--- src/rtl/pipelined_cla_addsub_if.sv ---
// Operand/result handshake bundle for pipelined_cla_addsub.
// The producer and consumer side of the unit share one interface instance.
interface pipelined_cla_addsub_if #(
    parameter int WIDTH = 16
);
    logic             in_valid;
    logic             in_ready;
    logic [WIDTH-1:0] a;
    logic [WIDTH-1:0] b;
    logic             sub;
    logic             out_valid;
    logic             out_ready;
    logic [WIDTH-1:0] sum;
    logic             cout;
    logic             ovfl;
    logic             neg;
    logic             zero;

    modport master (
        output in_valid, a, b, sub, out_ready,
        input  in_ready, out_valid, sum, cout, ovfl, neg, zero
    );

    modport slave (
        input  in_valid, a, b, sub, out_ready,
        output in_ready, out_valid, sum, cout, ovfl, neg, zero
    );
endinterface

--- src/rtl/pipelined_cla_addsub.sv ---
// Pipelined two-level carry-lookahead add/subtract with N/Z/V/C flags.
// Optional saturation on signed overflow when ADDSUB_SAT_EN is defined.
module pipelined_cla_addsub #(
    parameter int WIDTH  = 16,
    parameter int STAGES = 2
) (
    input  logic                 clk,
    input  logic                 rst,
    input  logic                 flush,
    pipelined_cla_addsub_if.slave bus
);
    localparam int SW  = WIDTH / STAGES;
    localparam int NG  = SW / 4;
    localparam int MSB = WIDTH - 1;

    // Returns {carry_out, sum} for one stage slice using group P/G lookahead.
    function automatic logic [SW:0] cla_slice(input logic [SW-1:0] x,
                                              input logic [SW-1:0] y,
                                              input logic          cin);
        logic [SW-1:0] p, g, s;
        logic [NG-1:0] pg, gg;
        logic [NG:0]   cg;
        logic [3:0]    c4;
        logic          acc, pr;
        p  = x | y;
        g  = x & y;
        s  = '0;
        c4 = '0;
        for (int j = 0; j < NG; j++) begin
            pg[j] = &p[4*j +: 4];
            gg[j] = g[4*j+3] | (p[4*j+3] & g[4*j+2])
                  | (p[4*j+3] & p[4*j+2] & g[4*j+1])
                  | (p[4*j+3] & p[4*j+2] & p[4*j+1] & g[4*j]);
        end
        cg[0] = cin;
        for (int j = 0; j < NG; j++) begin
            acc = gg[j];
            pr  = pg[j];
            for (int i = j - 1; i >= 0; i--) begin
                acc = acc | (pr & gg[i]);
                pr  = pr & pg[i];
            end
            cg[j+1] = acc | (pr & cin);
        end
        for (int j = 0; j < NG; j++) begin
            c4[0] = cg[j];
            c4[1] = g[4*j] | (p[4*j] & cg[j]);
            c4[2] = g[4*j+1] | (p[4*j+1] & g[4*j]) | (p[4*j+1] & p[4*j] & cg[j]);
            c4[3] = g[4*j+2] | (p[4*j+2] & g[4*j+1]) | (p[4*j+2] & p[4*j+1] & g[4*j])
                  | (p[4*j+2] & p[4*j+1] & p[4*j] & cg[j]);
            for (int i = 0; i < 4; i++) begin
                s[4*j+i] = x[4*j+i] ^ y[4*j+i] ^ c4[i];
            end
        end
        return {cg[NG], s};
    endfunction

    logic             vld_q [STAGES];
    logic             vld_d [STAGES];
    logic [WIDTH-1:0] a_q   [STAGES];
    logic [WIDTH-1:0] a_d   [STAGES];
    logic [WIDTH-1:0] bop_q [STAGES];
    logic [WIDTH-1:0] bop_d [STAGES];
    logic [WIDTH-1:0] sum_q [STAGES];
    logic [WIDTH-1:0] sum_d [STAGES];
    logic             cy_q  [STAGES];
    logic             cy_d  [STAGES];
    logic             ovfl_q, ovfl_d;
    logic             neg_q, neg_d;
    logic             zero_q, zero_d;

    logic             adv;
    logic             src_vld, src_cy, ovf;
    logic [WIDTH-1:0] src_a, src_bop, src_sum, raw, res;
    logic [SW:0]      slice;

    always_comb begin
        adv     = ~vld_q[STAGES-1] | bus.out_ready;
        vld_d   = vld_q;
        a_d     = a_q;
        bop_d   = bop_q;
        sum_d   = sum_q;
        cy_d    = cy_q;
        ovfl_d  = ovfl_q;
        neg_d   = neg_q;
        zero_d  = zero_q;
        src_vld = 1'b0;
        src_cy  = 1'b0;
        src_a   = '0;
        src_bop = '0;
        src_sum = '0;
        raw     = '0;
        res     = '0;
        ovf     = 1'b0;
        slice   = '0;
        for (int k = 0; k < STAGES; k++) begin
            if (k == 0) begin
                src_vld = bus.in_valid;
                src_a   = bus.a;
                src_bop = bus.sub ? ~bus.b : bus.b;
                src_sum = '0;
                src_cy  = bus.sub;
            end else begin
                src_vld = vld_q[(k == 0) ? 0 : k-1];
                src_a   = a_q[(k == 0) ? 0 : k-1];
                src_bop = bop_q[(k == 0) ? 0 : k-1];
                src_sum = sum_q[(k == 0) ? 0 : k-1];
                src_cy  = cy_q[(k == 0) ? 0 : k-1];
            end
            slice = cla_slice(src_a[k*SW +: SW], src_bop[k*SW +: SW], src_cy);
            raw   = src_sum;
            raw[k*SW +: SW] = slice[SW-1:0];
            if (adv) begin
                vld_d[k] = src_vld;
                if (k != STAGES-1) begin
                    a_d[k]   = src_a;
                    bop_d[k] = src_bop;
                    sum_d[k] = raw;
                    cy_d[k]  = slice[SW];
                end else if (src_vld && !flush) begin
                    // Output stage only moves on real results so flags/sum hold across bubbles.
                    ovf = (src_a[MSB] == src_bop[MSB]) & (raw[MSB] != src_a[MSB]);
                    res = raw;
`ifdef ADDSUB_SAT_EN
                    if (ovf) begin
                        res = src_a[MSB] ? {1'b1, {(WIDTH-1){1'b0}}} : {1'b0, {(WIDTH-1){1'b1}}};
                    end
`endif
                    sum_d[k] = res;
                    cy_d[k]  = slice[SW];
                    ovfl_d   = ovf;
                    neg_d    = res[MSB];
                    zero_d   = ~|res;
                end
            end
            if (flush) begin
                vld_d[k] = 1'b0;
            end
        end
    end

    always_ff @(posedge clk) begin
        if (rst) begin
            for (int k = 0; k < STAGES; k++) begin
                vld_q[k] <= 1'b0;
                a_q[k]   <= '0;
                bop_q[k] <= '0;
                sum_q[k] <= '0;
                cy_q[k]  <= 1'b0;
            end
            ovfl_q <= 1'b0;
            neg_q  <= 1'b0;
            zero_q <= 1'b0;
        end else begin
            vld_q  <= vld_d;
            a_q    <= a_d;
            bop_q  <= bop_d;
            sum_q  <= sum_d;
            cy_q   <= cy_d;
            ovfl_q <= ovfl_d;
            neg_q  <= neg_d;
            zero_q <= zero_d;
        end
    end

    assign bus.in_ready  = adv;
    assign bus.out_valid = vld_q[STAGES-1];
    assign bus.sum       = sum_q[STAGES-1];
    assign bus.cout      = cy_q[STAGES-1];
    assign bus.ovfl      = ovfl_q;
    assign bus.neg       = neg_q;
    assign bus.zero      = zero_q;
endmodule

--- src/flat_wrapper.sv ---
// flat-port wrapper written by rule: the top's interface ports become plain ports
module pipelined_cla_addsub_flat 
#(
    parameter int WIDTH  = 16,
    parameter int STAGES = 2
)
  (clk, rst, flush, bus_in_valid, bus_a, bus_b, bus_sub, bus_out_ready, bus_in_ready, bus_out_valid, bus_sum, bus_cout, bus_ovfl, bus_neg, bus_zero);
  pipelined_cla_addsub_if #(.WIDTH(WIDTH)) bus_i ();
  input  logic clk;
  input  logic rst;
  input  logic flush;
  input wire logic [$bits(bus_i.in_valid)-1:0] bus_in_valid;
  input wire logic [$bits(bus_i.a)-1:0] bus_a;
  input wire logic [$bits(bus_i.b)-1:0] bus_b;
  input wire logic [$bits(bus_i.sub)-1:0] bus_sub;
  input wire logic [$bits(bus_i.out_ready)-1:0] bus_out_ready;
  output wire logic [$bits(bus_i.in_ready)-1:0] bus_in_ready;
  output wire logic [$bits(bus_i.out_valid)-1:0] bus_out_valid;
  output wire logic [$bits(bus_i.sum)-1:0] bus_sum;
  output wire logic [$bits(bus_i.cout)-1:0] bus_cout;
  output wire logic [$bits(bus_i.ovfl)-1:0] bus_ovfl;
  output wire logic [$bits(bus_i.neg)-1:0] bus_neg;
  output wire logic [$bits(bus_i.zero)-1:0] bus_zero;
  assign bus_i.in_valid = bus_in_valid;
  assign bus_i.a = bus_a;
  assign bus_i.b = bus_b;
  assign bus_i.sub = bus_sub;
  assign bus_i.out_ready = bus_out_ready;
  assign bus_in_ready = bus_i.in_ready;
  assign bus_out_valid = bus_i.out_valid;
  assign bus_sum = bus_i.sum;
  assign bus_cout = bus_i.cout;
  assign bus_ovfl = bus_i.ovfl;
  assign bus_neg = bus_i.neg;
  assign bus_zero = bus_i.zero;
  pipelined_cla_addsub #(.WIDTH(WIDTH), .STAGES(STAGES)) u_core (.clk(clk), .rst(rst), .flush(flush), .bus(bus_i));
endmodule
--- config.mk ---
export PLATFORM = sky130hd
export DESIGN_NAME = pipelined_cla_addsub_flat
export DESIGN_NICKNAME = d
export VERILOG_FILES = /design/src/rtl/pipelined_cla_addsub_if.sv /design/src/rtl/pipelined_cla_addsub.sv /design/src/flat_wrapper.sv
export SDC_FILE = /design/constraint.sdc
export NUM_CORES = 1
export LEC_CHECK = 0
export CAP_MARGIN = 20
export CORE_UTILIZATION = 45
export CTS_CLUSTER_SIZE = 40
export DETAILED_ROUTE_END_ITERATION = 8
export GPL_ROUTABILITY_DRIVEN = 0
export PLACE_DENSITY = 0.8
export SLEW_MARGIN = 20
export SYNTH_ARGS = -nofsm -noshare
export SYNTH_HDL_FRONTEND = slang
export SYNTH_SLANG_ARGS = --single-unit
export TNS_END_PERCENT = 5
--- constraint.sdc ---
create_clock -name clk -period 4.8 [get_ports clk]
set_input_delay 0.48 -clock clk [delete_from_list [all_inputs] [get_ports clk]]
set_output_delay 0.48 -clock clk [all_outputs]
set_load 0.005 [all_outputs]
### Word level (Yosys, flattened, before mapping)

Index checks and enable logic that the tools add are counted.

| storage, ports and cells | value |
|---|---|
| word-level logic and storage cells | 170 |
| bits of input ports | 38 |
| flip-flop bits (word level) | 63 |
| output and inout port bits | 22 |

| operators by class | value |
|---|---|
| reduce and logical (&&, ||, !) cells | 10 |
| multiplexer cells | 1 |
| eq/ne operators | 2 |
| bitwise operators | 146 |

Operator list:

| kind | number |
|---|---|
| 1-bit AND | 65 |
| 1-bit OR | 43 |
| 1-bit bitwise XOR | 32 |
| 8-bit AND | 2 |
| 16-bit 2-to-1 mux | 1 |
| 16-bit NOT | 1 |
| 8-bit OR | 2 |
| 4-bit AND reduction | 4 |
| 16-bit OR reduction | 1 |
| 1-bit zero test | 2 |
| 2-bit AND reduction | 1 |
| 2-bit OR reduction | 1 |
| 1-bit == test | 1 |
| 1-bit logical AND | 1 |
| 1-bit != test | 1 |
| 1-bit NOT | 1 |

### Logic depth before layout (Yosys ltp)

| depth | value |
|---|---|
| depth in word-level cells | 11 |
| mapped depth | 13 |
| mapped depth without buffers | 11 |

### Worst setup path before layout

OpenSTA, ideal clock, no wires.

| path | value |
|---|---|
| path type | input port to flip-flop |
| start point | in bus_sub |
| end point | reg u_core.sum_q (netlist bit u_core.src_sum[4]) |
| setup slack | 2.265 ns |
| library setup time | 0.086 ns |
| path buffers | 2 |
| data required time | 4.714 ns |
| data arrival time | 2.450 ns |
| cell stages on the path | 11 |
| cells stage by stage | buf_4 > buf_2 > xnor2_1 > inv_1 > ha_1 > inv_1 > a21oi_1 > o31ai_1 > nor2b_1 > fa_1 > a211oi_1 |

| between the ends | value |
|---|---|
| cells in the longest elaborated chain, start to end | 8 |
| elaborated cells on any way between the ends | 16 |
| those cells by class | 1 x mux; 14 x bitwise; 1 x reduce/logical |

RTL lines:

| element | RTL line | text |
|---|---|---|
| from (decl) | flat_wrapper.sv:15 | `input wire logic [$bits(bus_i.sub)-1:0] bus_sub;` |
| 16-bit 2-to-1 mux | pipelined_cla_addsub.sv:100 | `src_bop = bus.sub ? ~bus.b : bus.b;` |
| 8-bit OR or 8-bit AND (tied branches) | pipelined_cla_addsub.sv:25, pipelined_cla_addsub.sv:26 |  |
| 1-bit AND, on equally long branches | pipelined_cla_addsub.sv:31, pipelined_cla_addsub.sv:32, pipelined_cla_addsub.sv:33 |  |
| 1-bit OR, or another cell as far along | pipelined_cla_addsub.sv:31 | `gg[j] = g[4*j+3] \| (p[4*j+3] & g[4*j+2])` |
| 1-bit OR or 1-bit AND (tied branches) | pipelined_cla_addsub.sv:32, pipelined_cla_addsub.sv:33 |  |
| 1-bit OR | pipelined_cla_addsub.sv:33 | `\| (p[4*j+3] & p[4*j+2] & p[4*j+1] & g[4*j]);` |
| 1-bit OR | pipelined_cla_addsub.sv:43 | `cg[j+1] = acc \| (pr & cin);` |
| 1-bit bitwise XOR * | pipelined_cla_addsub.sv:52 | `s[4*j+i] = x[4*j+i] ^ y[4*j+i] ^ c4[i];` |
| to (signal assigned) | pipelined_cla_addsub.sv:158 | `sum_q <= sum_d;` |
| to (decl) | pipelined_cla_addsub.sv:64 | `logic [WIDTH-1:0] sum_q [STAGES];` |

Mark *: on every way between the ends. The rest lies on a longest branch, timed or not.
A chain may end at the register's enable or synchronous reset.

### Final worst setup path

Same ends and word-level chain as after synthesis.

==> results.py <==
metrics = {
    "drt": {
        "drc": 0,
        "drt-wirelength-per-cell_um": 12.8,
        "wirelength_mm": 5.87,
        "vias": 2331,
        "drt_iter0_drc": 115,
        "ant_nets": 0,
        "first_pass_iters": 4,
        "vias_per_cell": 5.09,
    },
    "worst_setup_path": {
        "crit_path_cell_trace": "clkdlybuf4s50_1 -> buf_4 -> xnor2_1 -> inv_1 -> ha_1 -> inv_1 -> a21oi_1 -> o31ai_1 -> nor2b_1 -> fa_1 -> a211oi_1",
        "crit_buf_inv": 4,
        "path_depth": 11,
        "setup.worst_path.start_class": "input port",
        "arrival_ns": 3.30,
        "critPathCaptureType": "register",
        "cp_common_cell": "inv_1",
        "worst-r2r-setup-slack_ns": 2.10,
        "cp_max_fo": 10,
        "critPathKind": "in -> reg",
        "path_delay_family": "buffers and inverters",
        "max_stage_delay_ns": 0.81,
        "r2r_cells": 10,
        "required_ns": 5.01,
        "critPathSlowestCell": "clkdlybuf4s50_1",
    },
    "sta": {
        "rsz0062_at_grt": "no",
        "worst_slew_pin_slew_ns": 0.939,
        "relSlewSlack_pct": 37.1,
        "period_share_pct": 64.4,
        "fin_tns_setup_ns": 0,
        "skew_ns": 0.00909,
        "min_period_ns": 3.09,
        "setup_viol": 0,
        "max_clock_freq_mhz": 324,
        "whs_ns": 0.461,
        "finalHoldViolations": 0,
        "finalMaxSlewViolations": 0,
    },
    "global_route": {
        "grt_pass1_wl_mm": 9.83,
        "antenna_found_initial": 0,
        "grt_usage_pct": 19.7,
        "gr-total-overflow": 0,
        "grt_max_degree": 51,
        "grt_pass1_vias": 2258,
    },
    "placed_design": {
        "place_area_um2": 3390,
        "place_hpwl_mm": 4.42,
        "dp.cells": 450,
        "io_buffers": 59,
    },
    "worst_hold_path": {
        "hold_depth": 2,
        "hp-class": "reg -> reg",
    },
    "cells_and_area": {
        "finalInstanceArea_um2": 3480,
        "num_antenna_cells": 0,
        "final_layout_size_suffix_gt1_share_pct": 4.44,
        "syn2layout_area_growth_pct": 26.4,
        "layout.nets": 455,
        "layoutNonFillerInstCount": 458,
        "final_core_util_pct": 58.7,
    },
    "clock_network": {
        "cts_hold_buf": 0,
        "numCtsBuffers": 5,
        "cts.sinks": 46,
        "ctsResizeCount": 0,
        "clkTransAtPathRegs_ns": 0.08,
        "cts_tree": "built",
        "cts_setup_buffers": 0,
        "clockBufferDepth": 2,
        "root_buffer": "clkbuf_8",
        "htree_levels": 2,
        "clock_latency_ns": 0.30,
    },
    "floorplanning": {
        "fp.dieArea_um2": 6430,
        "start_util_pct": 46.4,
        "die_h_um": 80.2,
        "placementRows": 28,
        "io_pins": 60,
        "die_x_um": 80.2,
        "core_um2": 5920,
    },
    "outcome": {
        "status": "finished clean",
    },
    "yosys": {
        "synthArstFlopShare_pct": 0,
        "ys_seq_area_share_pct": 33.5,
        "ys_seq_elements": 46,
        "synth_edf_count": 0,
        "synth_fp_nets": 402,
        "avgSynthCellArea_um2": 8.36,
        "yosys.cell_types.count": 42,
        "ys.flop_type": "dfxtp_1",
        "synth_area_um2": 2750,
        "yosysWarningCount": 0,
        "postSynthCellCount": 329,
    },
    "power_and_ir_drop": {
        "max-vdd-ir-drop_uv": 117,
        "leakagePower_nw": 1.52,
        "p_per_area_nw_per_um2": 252,
    },
    "run": {
        "maxCapViolCount": 0,
    },
}
-- area by class of cell --
cell class / instances / area, um^2
Sequential cell: 46 / 921
Tap cell: 75 / 93.8
Fill cell: 512 / 2440
Multi-Input combinational cell: 225 / 1600
Clock buffer: 6 / 72.6
Timing Repair Buffer: 62 / 613
Inverter: 42 / 158
Clock inverter: 2 / 13.8
-- state kept, by name, summed over array words and instances (netlist names) --
register              count
u_core.src_a              8
u_core.bus.zero           1
u_core.src_vld            1
u_core.bus.sum           15
u_core.src_cy             1
u_core.src_bop            8
u_core.bus.cout           1
u_core.bus.out_valid      1
u_core.src_sum            8
u_core.bus.neg            1
u_core.bus.ovfl           1
-- metal layers --
layer | share of wire [%] | global-route usage, %
met5 | 0 | 0
met4 | 1.2 | 6.96
met3 | 4.9 | 4.32
met2 | 48 | 34.0
met1 | 46 | 24.1
-- where the power goes --
group / switching, W / leakage, nW / total (W) / internal [W]
Combinational: 0.000109 / 1.09 / 0.000218 / 0.000109
Clock: 0.000127 / 0.0452 / 0.000230 / 0.000103
Sequential: 0.0000206 / 0.378 / 0.000429 / 0.000409
-- final timing paths --
path	to	from
worst max-delay path	u_core.src_sum[4]	bus_sub
worst min-delay path	u_core.bus.sum[4]	u_core.bus.sum[4]
worst max register to register	u_core.bus.zero	u_core.src_bop[8]
worst min register to register	u_core.bus.sum[4]	u_core.bus.sum[4]
-- metrics by stage --
stage / worst slack, ns / total power [W]
2_1_floorplan: 2.26 / 0.000573
3_5_place_dp: 1.38 / 0.000655
5_1_grt: 1.44 / 0.000932
6_report: 1.71 / 0.000877
3_3_place_gp: 1.47 / 0.000646
4_1_cts: 1.68 / 0.000882
-- synthesized netlist by cell type, types with 3 or more instances --
library cell / number / area share, %
a211oi_1: 15 / 4.1
a21oi_1: 30 / 5.5
clkbuf_1: 12 / 1.6
dfxtp_1: 46 / 33
fa_1: 3 / 2.2
ha_1: 32 / 15
inv_1: 41 / 5.6
nand2_1: 48 / 6.6
nand2b_1: 4 / 0.91
nor2_1: 21 / 2.9
nor3_1: 6 / 1.1
nor3b_1: 3 / 0.82
nor4_1: 3 / 0.68
xnor2_1: 9 / 2.9
xor2_1: 19 / 6.1
-- cells in the final DEF (no fill, tap or decap), types with 2 or more instances in the layout --
cell type,Yosys,routed
o21bai_1,2,2
a21o_1,2,2
xor2_1,19,19
dfxtp_1,46,46
nand3b_1,2,2
nor4_1,3,3
or3_1,2,2
a21oi_1,30,30
o21ba_1,2,2
o311ai_1,2,2
buf_4,2,3
clkbuf_8,0,5
nor3_1,6,6
inv_1,41,41
mux2i_1,2,2
clkdlybuf4s50_1,0,59
nand2b_1,4,4
a211oi_1,15,15
nand2_1,48,48
xnor2_1,9,9
nor3b_1,3,3
fa_1,3,3
ha_1,32,32
nor2_1,21,21
-- worst min-delay path: stages, from the launching register on --
cell,delay (ns)
dfxtp_1,0.32
nand2_1,0.05
a21oi_1,0.05
-- cell families (layout without fill, tap and decap cells) --
family	Yosys count	count (layout)	synth area share [%]
xor+xnor	28	28	8.92
buf+inv	58	112	8.28
flops	46	46	33.5
mux	2	2	0.728
fa+ha+maj	35	35	16.7
compound gates	64	64	15.9
simple gates	96	96	16.0
No activity file was read; power rests on OpenSTA's default activity.
